<file path="src/rtl/hba_servo.sv">
// HBA slave answering on slot PERIPH_ADDR: four RC-servo PWM outputs whose
// positions are shadowed once per frame, plus a maskable frame-start interrupt.
module hba_servo #(
  parameter int CLK_FREQUENCY     = 60_000_000,
  parameter int DBUS_WIDTH        = 8,
  parameter int PERIPH_ADDR_WIDTH = 4,
  parameter int REG_ADDR_WIDTH    = 8,
  parameter int ADDR_WIDTH        = PERIPH_ADDR_WIDTH + REG_ADDR_WIDTH,
  parameter int PERIPH_ADDR       = 6,
  parameter int FRAME_US          = 20000
) (
  input  logic                  hba_clk,
  input  logic                  hba_reset,
  input  logic                  hba_rnw,
  input  logic                  hba_select,
  input  logic [ADDR_WIDTH-1:0] hba_abus,
  input  logic [DBUS_WIDTH-1:0] hba_dbus,
  output logic [DBUS_WIDTH-1:0] hba_dbus_slave,
  output logic                  hba_xferack_slave,
  output logic                  slave_interrupt,
  output logic [3:0]            servo_pwm
);

  localparam int PRE_DIV = CLK_FREQUENCY / 1_000_000;
  localparam int PRE_W   = (PRE_DIV > 1) ? $clog2(PRE_DIV) : 1;
  localparam int US_W    = $clog2(FRAME_US);
  localparam int CMP_W   = (US_W > 12) ? US_W : 12;

  localparam logic [PRE_W-1:0]          PRE_LAST   = PRE_W'(PRE_DIV - 1);
  localparam logic [US_W-1:0]           US_LAST    = US_W'(FRAME_US - 1);
  localparam logic [REG_ADDR_WIDTH-1:0] REG_CTRL   = REG_ADDR_WIDTH'(0);
  localparam logic [REG_ADDR_WIDTH-1:0] REG_STATUS = REG_ADDR_WIDTH'(5);

  logic [PRE_W-1:0]             prescale;
  logic [US_W-1:0]              us_count;
  logic [4:0]                   ctrl, ctrl_nxt;
  logic [3:0][7:0]              pos, pos_nxt;
  logic [3:0][7:0]              shadow_pos;
  logic [3:0]                   shadow_en;
  logic                         frame_flag, flag_nxt;

  logic [PERIPH_ADDR_WIDTH-1:0] slot;
  logic [REG_ADDR_WIDTH-1:0]    reg_addr;
  logic                         hit, rd, wr, us_tick, frame_start;
  logic [DBUS_WIDTH-1:0]        rd_data;
  logic [3:0][7:0]              eff_pos;
  logic [3:0]                   eff_en;
  logic [3:0][11:0]             width_n;
  logic [3:0]                   pwm_nxt;

  always_comb begin
    slot        = hba_abus[ADDR_WIDTH-1:REG_ADDR_WIDTH];
    reg_addr    = hba_abus[REG_ADDR_WIDTH-1:0];
    hit         = hba_select && (slot == PERIPH_ADDR_WIDTH'(PERIPH_ADDR)) && !hba_xferack_slave;
    rd          = hit && hba_rnw;
    wr          = hit && !hba_rnw;
    us_tick     = (prescale == PRE_LAST);
    frame_start = (prescale == '0) && (us_count == '0);

    ctrl_nxt = ctrl;
    pos_nxt  = pos;
    rd_data  = '0;
    if (wr && reg_addr == REG_CTRL)
      ctrl_nxt = hba_dbus[4:0];
    if (reg_addr == REG_CTRL)
      rd_data = DBUS_WIDTH'({3'b000, ctrl});
    if (reg_addr == REG_STATUS)
      rd_data = DBUS_WIDTH'({7'b0000000, frame_flag});
    for (int unsigned i = 0; i < 4; i++) begin
      if (reg_addr == REG_ADDR_WIDTH'(i + 1)) begin
        rd_data = DBUS_WIDTH'(pos[i[1:0]]);
        if (wr)
          pos_nxt[i[1:0]] = hba_dbus[7:0];
      end
    end

    // A set on the frame-start cycle overrides a clearing STATUS read.
    flag_nxt = frame_flag;
    if (rd && reg_addr == REG_STATUS)
      flag_nxt = 1'b0;
    if (frame_start && ctrl[4])
      flag_nxt = 1'b1;

    // On the frame-start cycle the shadows are still being loaded, so the
    // live registers drive the first PWM sample of the new frame.
    for (int unsigned i = 0; i < 4; i++) begin
      eff_pos[i[1:0]] = frame_start ? pos[i[1:0]] : shadow_pos[i[1:0]];
      eff_en[i[1:0]]  = frame_start ? ctrl[i[1:0]] : shadow_en[i[1:0]];
      width_n[i[1:0]] = 12'd1000 + {2'b00, eff_pos[i[1:0]], 2'b00};
      pwm_nxt[i[1:0]] = eff_en[i[1:0]] && (CMP_W'(us_count) < CMP_W'(width_n[i[1:0]]));
    end
  end

  always_ff @(posedge hba_clk) begin
    if (hba_reset) begin
      prescale          <= '0;
      us_count          <= '0;
      ctrl              <= '0;
      pos               <= '0;
      shadow_pos        <= '0;
      shadow_en         <= '0;
      frame_flag        <= 1'b0;
      servo_pwm         <= '0;
      slave_interrupt   <= 1'b0;
      hba_xferack_slave <= 1'b0;
      hba_dbus_slave    <= '0;
    end else begin
      if (us_tick) begin
        prescale <= '0;
        us_count <= (us_count == US_LAST) ? '0 : us_count + 1'b1;
      end else begin
        prescale <= prescale + 1'b1;
      end
      if (frame_start) begin
        shadow_pos <= pos;
        shadow_en  <= ctrl[3:0];
      end
      ctrl              <= ctrl_nxt;
      pos               <= pos_nxt;
      frame_flag        <= flag_nxt;
      servo_pwm         <= pwm_nxt;
      slave_interrupt   <= flag_nxt & ctrl_nxt[4];
      hba_xferack_slave <= hit;
      hba_dbus_slave    <= rd ? rd_data : '0;
    end
  end

endmodule
</file>
<file path="config.mk">
export PLATFORM = sky130hd
export DESIGN_NAME = hba_servo
export DESIGN_NICKNAME = d
export VERILOG_FILES = /design/src/rtl/hba_servo.sv
export SDC_FILE = /design/constraint.sdc
export NUM_CORES = 1
export LEC_CHECK = 0
export CORE_MARGIN = 8
export CORE_UTILIZATION = 52
export CTS_CLUSTER_SIZE = 28
export DETAILED_ROUTE_END_ITERATION = 8
export PLACE_DENSITY = 0.8
export SLEW_MARGIN = 10
export SYNTH_ARGS = -nofsm -noshare
export SYNTH_HDL_FRONTEND = slang
export SYNTH_SLANG_ARGS = --single-unit
</file>
<file path="constraint.sdc">
create_clock -name hba_clk -period 8.3 [get_ports hba_clk]
set_input_delay 1.66 -clock hba_clk [delete_from_list [all_inputs] [get_ports hba_clk]]
set_output_delay 1.66 -clock hba_clk [all_outputs]
set_load 0.03 [all_outputs]
</file>
Yosys cells after proc, flatten, opt, wreduce, memory -nomap -nowiden
Index checks and enable logic that the tools add are counted.
W data, S select, Z words.
- register bits: 109
- input bits: 24
- output and inout bits: 14
- logic and storage cells: 79
- $add $sub $neg: 6
- $lt $le $gt $ge: 4
- equal/unequal tests: 8
- multiplexer cells: 18
- bitwise operators: 2
- reductions and logical operators: 23
- operator list (cell ; count):
    $mux W8 ; 9
    $lt A15 B11 Y1 ; 4
    $add A10 B10 Y11 const A ; 4
    $eq A8 B2 Y1 const B ; 2
    $eq A8 B3 Y1 const B ; 2
    $add A15 B1 Y15 const B ; 1
    $eq A15 B15 Y1 const B ; 1
    $logic_not A15 Y1 ; 1
    $mux W15 ; 1
    $logic_and A1 B1 Y1 ; 12
    $mux W5 ; 2
    $eq A8 B1 Y1 const B ; 1
    $logic_not A8 Y1 ; 1
    $reduce_and A2 Y1 ; 4
    $add A6 B1 Y6 const B ; 1
    $eq A6 B6 Y1 const B ; 1
    $logic_not A6 Y1 ; 1
    $mux W1 ; 6
    $eq A4 B3 Y1 const B ; 1
    $reduce_or A2 Y1 ; 2
    $logic_not A1 Y1 ; 2
    $and A1 B1 Y1 ; 1
    $not A1 Y1 ; 1

Longest topological paths before layout
- depth after elaboration: 8
- gate-level depth with buffers: 20
- gate-level depth less buffers: 18

Worst setup path before layout
OpenSTA, ideal clock, no wires.
- path type: flip-flop to flip-flop
- start: register us_count[0]
- end: register servo_pwm[0]
- library setup time: 91 ps
- arrival: 3535 ps
- required time: 8209 ps
- setup slack: 4674 ps
- cell stages (with the launch flop): 19
- path buffers: 2
- clock period less this slack: 3626 ps
- cell sequence: dfxtp_1 inv_1 ha_1 nor4b_2 and4_1 buf_2 nand2_1 clkbuf_1 nand2_1 nand2_1 ha_1 or3_1 nor3_1 mux2i_1 xnor2_1 ha_1 and4_1 and4_1 a311oi_1
- cells in the longest elaborated chain, start to end: 6
- elaborated cells between the ends (all ways): 7
- those cells by class: add/sub: 1; order compare: 1; mux: 2; reduce/logical: 3
- ends and longest elaborated chain (item ; RTL line ; text):
    start: declaration ; 35 ; logic [US_W-1:0] us_count;
    start signal: assignment ; 110 ; us_count <= (us_count == US_LAST) ? '0 : us_count + 1'b1;
    $logic_not A15 Y1 ; 58 ; frame_start = (prescale == '0) && (us_count == '0);
    $logic_and A1 B1 Y1 ; 58 ;
    $mux W8 ; 87 ; eff_pos[i[1:0]] = frame_start ? pos[i[1:0]] : shadow_pos[i[1:0]];
    $add A10 B10 Y11 ; 89 ; width_n[i[1:0]] = 12'd1000 + {2'b00, eff_pos[i[1:0]], 2'b00};
    $lt A15 B11 Y1 ; 90 ; pwm_nxt[i[1:0]] = eff_en[i[1:0]] && (CMP_W'(us_count) < CMP_W'(width_n[i[1:0]]));
    $logic_and A1 B1 Y1 (*) ; 90 ;
    end signal: assignment ; 121 ; servo_pwm <= pwm_nxt;
    end: declaration ; 21 ; output logic [3:0] servo_pwm
Mark *: on every way between the ends. The rest lies on a longest branch, timed or not.
A chain may end at the register's enable or synchronous reset.

Worst setup path in the final report
- start: register us_count[0]
- end: register servo_pwm[2]
The elaborated chain is that of the path after synthesis.

==> reports/metrics.csv <==
metric;value;unit
yosysSeqAreaShare;36.5;%
die_area;15200;sq um
power.leakage;2.83;nW
dp_cells;837;
cts_resized;0;
vias;5133;
start_kind;flip-flop;
cts.clk_slew.worst_paths;80;ps
grt_pass1_vias;4931;
cp_max_fo;30;
wl_per_cell;17.8;um
rsz0062_at_grt;false;
p_clk_share;40.9;%
htreeDepth;3;
cts_tree;built;
netlist.top_cell.by_area;dfxtp_1;
cp.arrival;4930;ps
die_x;123;um
synth_area_per_cell;8.76;sq um
yosysMostFrequentCell;dfxtp_1;
p_total;1.04;mW
yosys_warnings;0;
antenna_left;0;
hp-class;flip-flop to flip-flop;
nets;769;
vdd_drop_max;0.0976;mV
hp-start;prescale[0];
slew_headroom;40.6;%
p_int;0.769;mW
hold_viol_final;0;
maxCapViolCount;0;
cts_sinks;109;
seq_area;2180;sq um
postSynthCellCount;683;
gp_congestion;0.869;
ios;38;
grt_pass1_wl;25100;um
synth_compound_area_share;12.3;%
synth_area_leaders;dfxtp_1 (36%), ha_1 (8.4%), mux2i_1 (6.9%);
grt_util_all_layers;20.7;%
drv_slew;0;
sw_frac_of_total;26.4;%
clock_skew;11.7;ps
endpoint_kind;flip-flop;
p_switching;0.275;mW
finalCritPeriodShare;56.6;%
clockRootBuffer;clkbuf_16;
fin_setup_tns;0;ps
grt_overflow;0;
power.density;156;nW/um^2
cts_setup_buffers;0;
synth_cell_types;66;
status;complete, no violations;
hpwl;10900;um
post-place-ws;3720;ps
cts_hold_buf;0;
yosysTopAreaCellShare;36.5;%
core;11300;sq um
setup.worst_path.class;flip-flop to flip-flop;
yosys-top-cells-count;dfxtp_1 (109), nor2_1 (85), nand2_1 (80), a21oi_1 (52), mux2i_1 (41);
tightestPinTransition;891;ps
fp.dieH;123;um
vias_per_cell;6.02;
synth_area;5980;sq um
ys_ff_latch;109;
fin_util;59.2;%
n_fill_cell;977;
startpoint;us_count[0];
synth.mux.area_fraction;9.50;%
synth_top_family_by_area;simple AND/OR/NAND/NOR gates;
async_flop_share;0;%
setup_viol;0;
yosys.area_share.simple;23.0;%
antenna_found_initial;0;
grt_max_degree;85;
pwr-share-comb;8.7;%
stdcell_count;853;
synth_edf_count;0;
diodes;0;
rows;39;
drt-pass1-iter-count;8;
synthAdderAreaFrac;8.37;%
drive_gt1_share;6.76;%
wl;15200;um
min_period;4700;ps
synth-xor-area-share;7.03;%
p_seq_share;50.3;%
area_growth;12.1;%
ctsLongestPathBuffers;2;
syn_nets;747;
worst_slack;3600;ps
r2r_start;us_count[0];
ys.flop_type;dfxtp_1;
drt-initial-drc-count;509;
fmax;213;MHz
cts_buffers;9;
initial_core_util;52.8;%
portBuffers;37;
drcViolationCount;0;
crit_required;8540;ps
multi_input_area;3610;sq um
clk_latency;360;ps
area by class of cell:
cell class                      count  share of cell area, %
Tap cell                          143                   2.67
Clock buffer                        9                   3.36
Multi-Input combinational cell    530                   53.8
Timing Repair Buffer               40                   5.78
Clock inverter                      7                  0.970
Sequential cell                   109                   32.5
Inverter                           15                  0.840
path summary, 6_finish.rpt:
kind / slack [ps] / depth (start not counted) / to
worst min register to register: 470 / 1 / prescale[0]
worst max-delay path: 3600 / 18 / servo_pwm[2]
worst max register to register: 3600 / 18 / servo_pwm[2]
worst min-delay path: 470 / 1 / prescale[0]
cells by family after synthesis:
logic type      after synthesis
mux                          51
compound gates              118
fa+ha+maj                    40
flops                       109
buf+inv                      44
xor+xnor                     48
simple gates                273
per-stage QoR:
| stage | instance area [sq um] | hold WS (ps) |
|---|---|---|
| floorplan | 5980 | 430 |
| global placement | 6420 | 450 |
| detailed placement | 6420 | 463 |
| CTS | 6710 | 474 |
| global route | 6710 | 494 |
| finish | 6710 | 471 |
state kept, by name, indices dropped and copies added (netlist names):
name / count
frame_flag: 1
ctrl: 5
hba_dbus_slave: 8
servo_pwm: 4
us_count: 15
shadow_pos: 32
pos: 32
hba_xferack_slave: 1
slave_interrupt: 1
shadow_en: 4
prescale: 6
worst max-delay path, cell delays in order, from the launching register on:
cell	delay [ps]
dfxtp_1	340
inv_1	100
ha_1	170
nor4b_2	420
and4_1	520
nand2_1	400
buf_4	370
nand2_1	120
nand2_1	80
ha_1	240
or3_1	360
nor3_1	190
xor2_1	150
o21ai_0	110
ha_1	310
nand4_1	120
o221ai_1	140
a21oi_1	120
a21boi_0	300
layer usage:
layer  up-vias  global-route usage (%)  wire [um]
met3        33                    2.83        941
met1      2458                    26.0       6360
met2       180                    34.2       7420
met5         -                       0          0
met4         0                    10.4        458
li1       2462                       -          -
power by group through the flow:
stage | logic, mW | clock network [mW] | registers, mW
after floorplan | 0.0649 | 0 | 0.537
after global placement | 0.0869 | 0 | 0.537
after detailed placement | 0.0895 | 0 | 0.538
after CTS | 0.0902 | 0.430 | 0.525
after global routing | 0.0995 | 0.455 | 0.526
final | 0.0913 | 0.427 | 0.525
cells in the final DEF (no fill, tap or decap), types with 3 or more instances in the layout:
cell             Yosys  routed
mux2_2               6       6
nand4_1              8       8
and4_1               3       3
nand3_1             21      21
nor2b_1              6       6
a221oi_1             3       3
xnor2_1             34      34
nand2_1             80      80
a22o_1               4       4
dfxtp_1            109     109
clkbuf_16            0       9
a21boi_0             4       4
buf_4                2       3
a21oi_1             52      52
nor2_1              85      85
inv_1               15      15
a22oi_1              7       7
mux4_2               4       4
or3_1                9       9
a21o_1               6       6
xor2_1              14      14
nor3_1              24      24
o21ai_0             24      24
clkdlybuf4s50_1      0      36
ha_1                40      40
and3_1               7       7
mux2i_1             41      41
No activity file was read; power rests on OpenSTA's default activity.
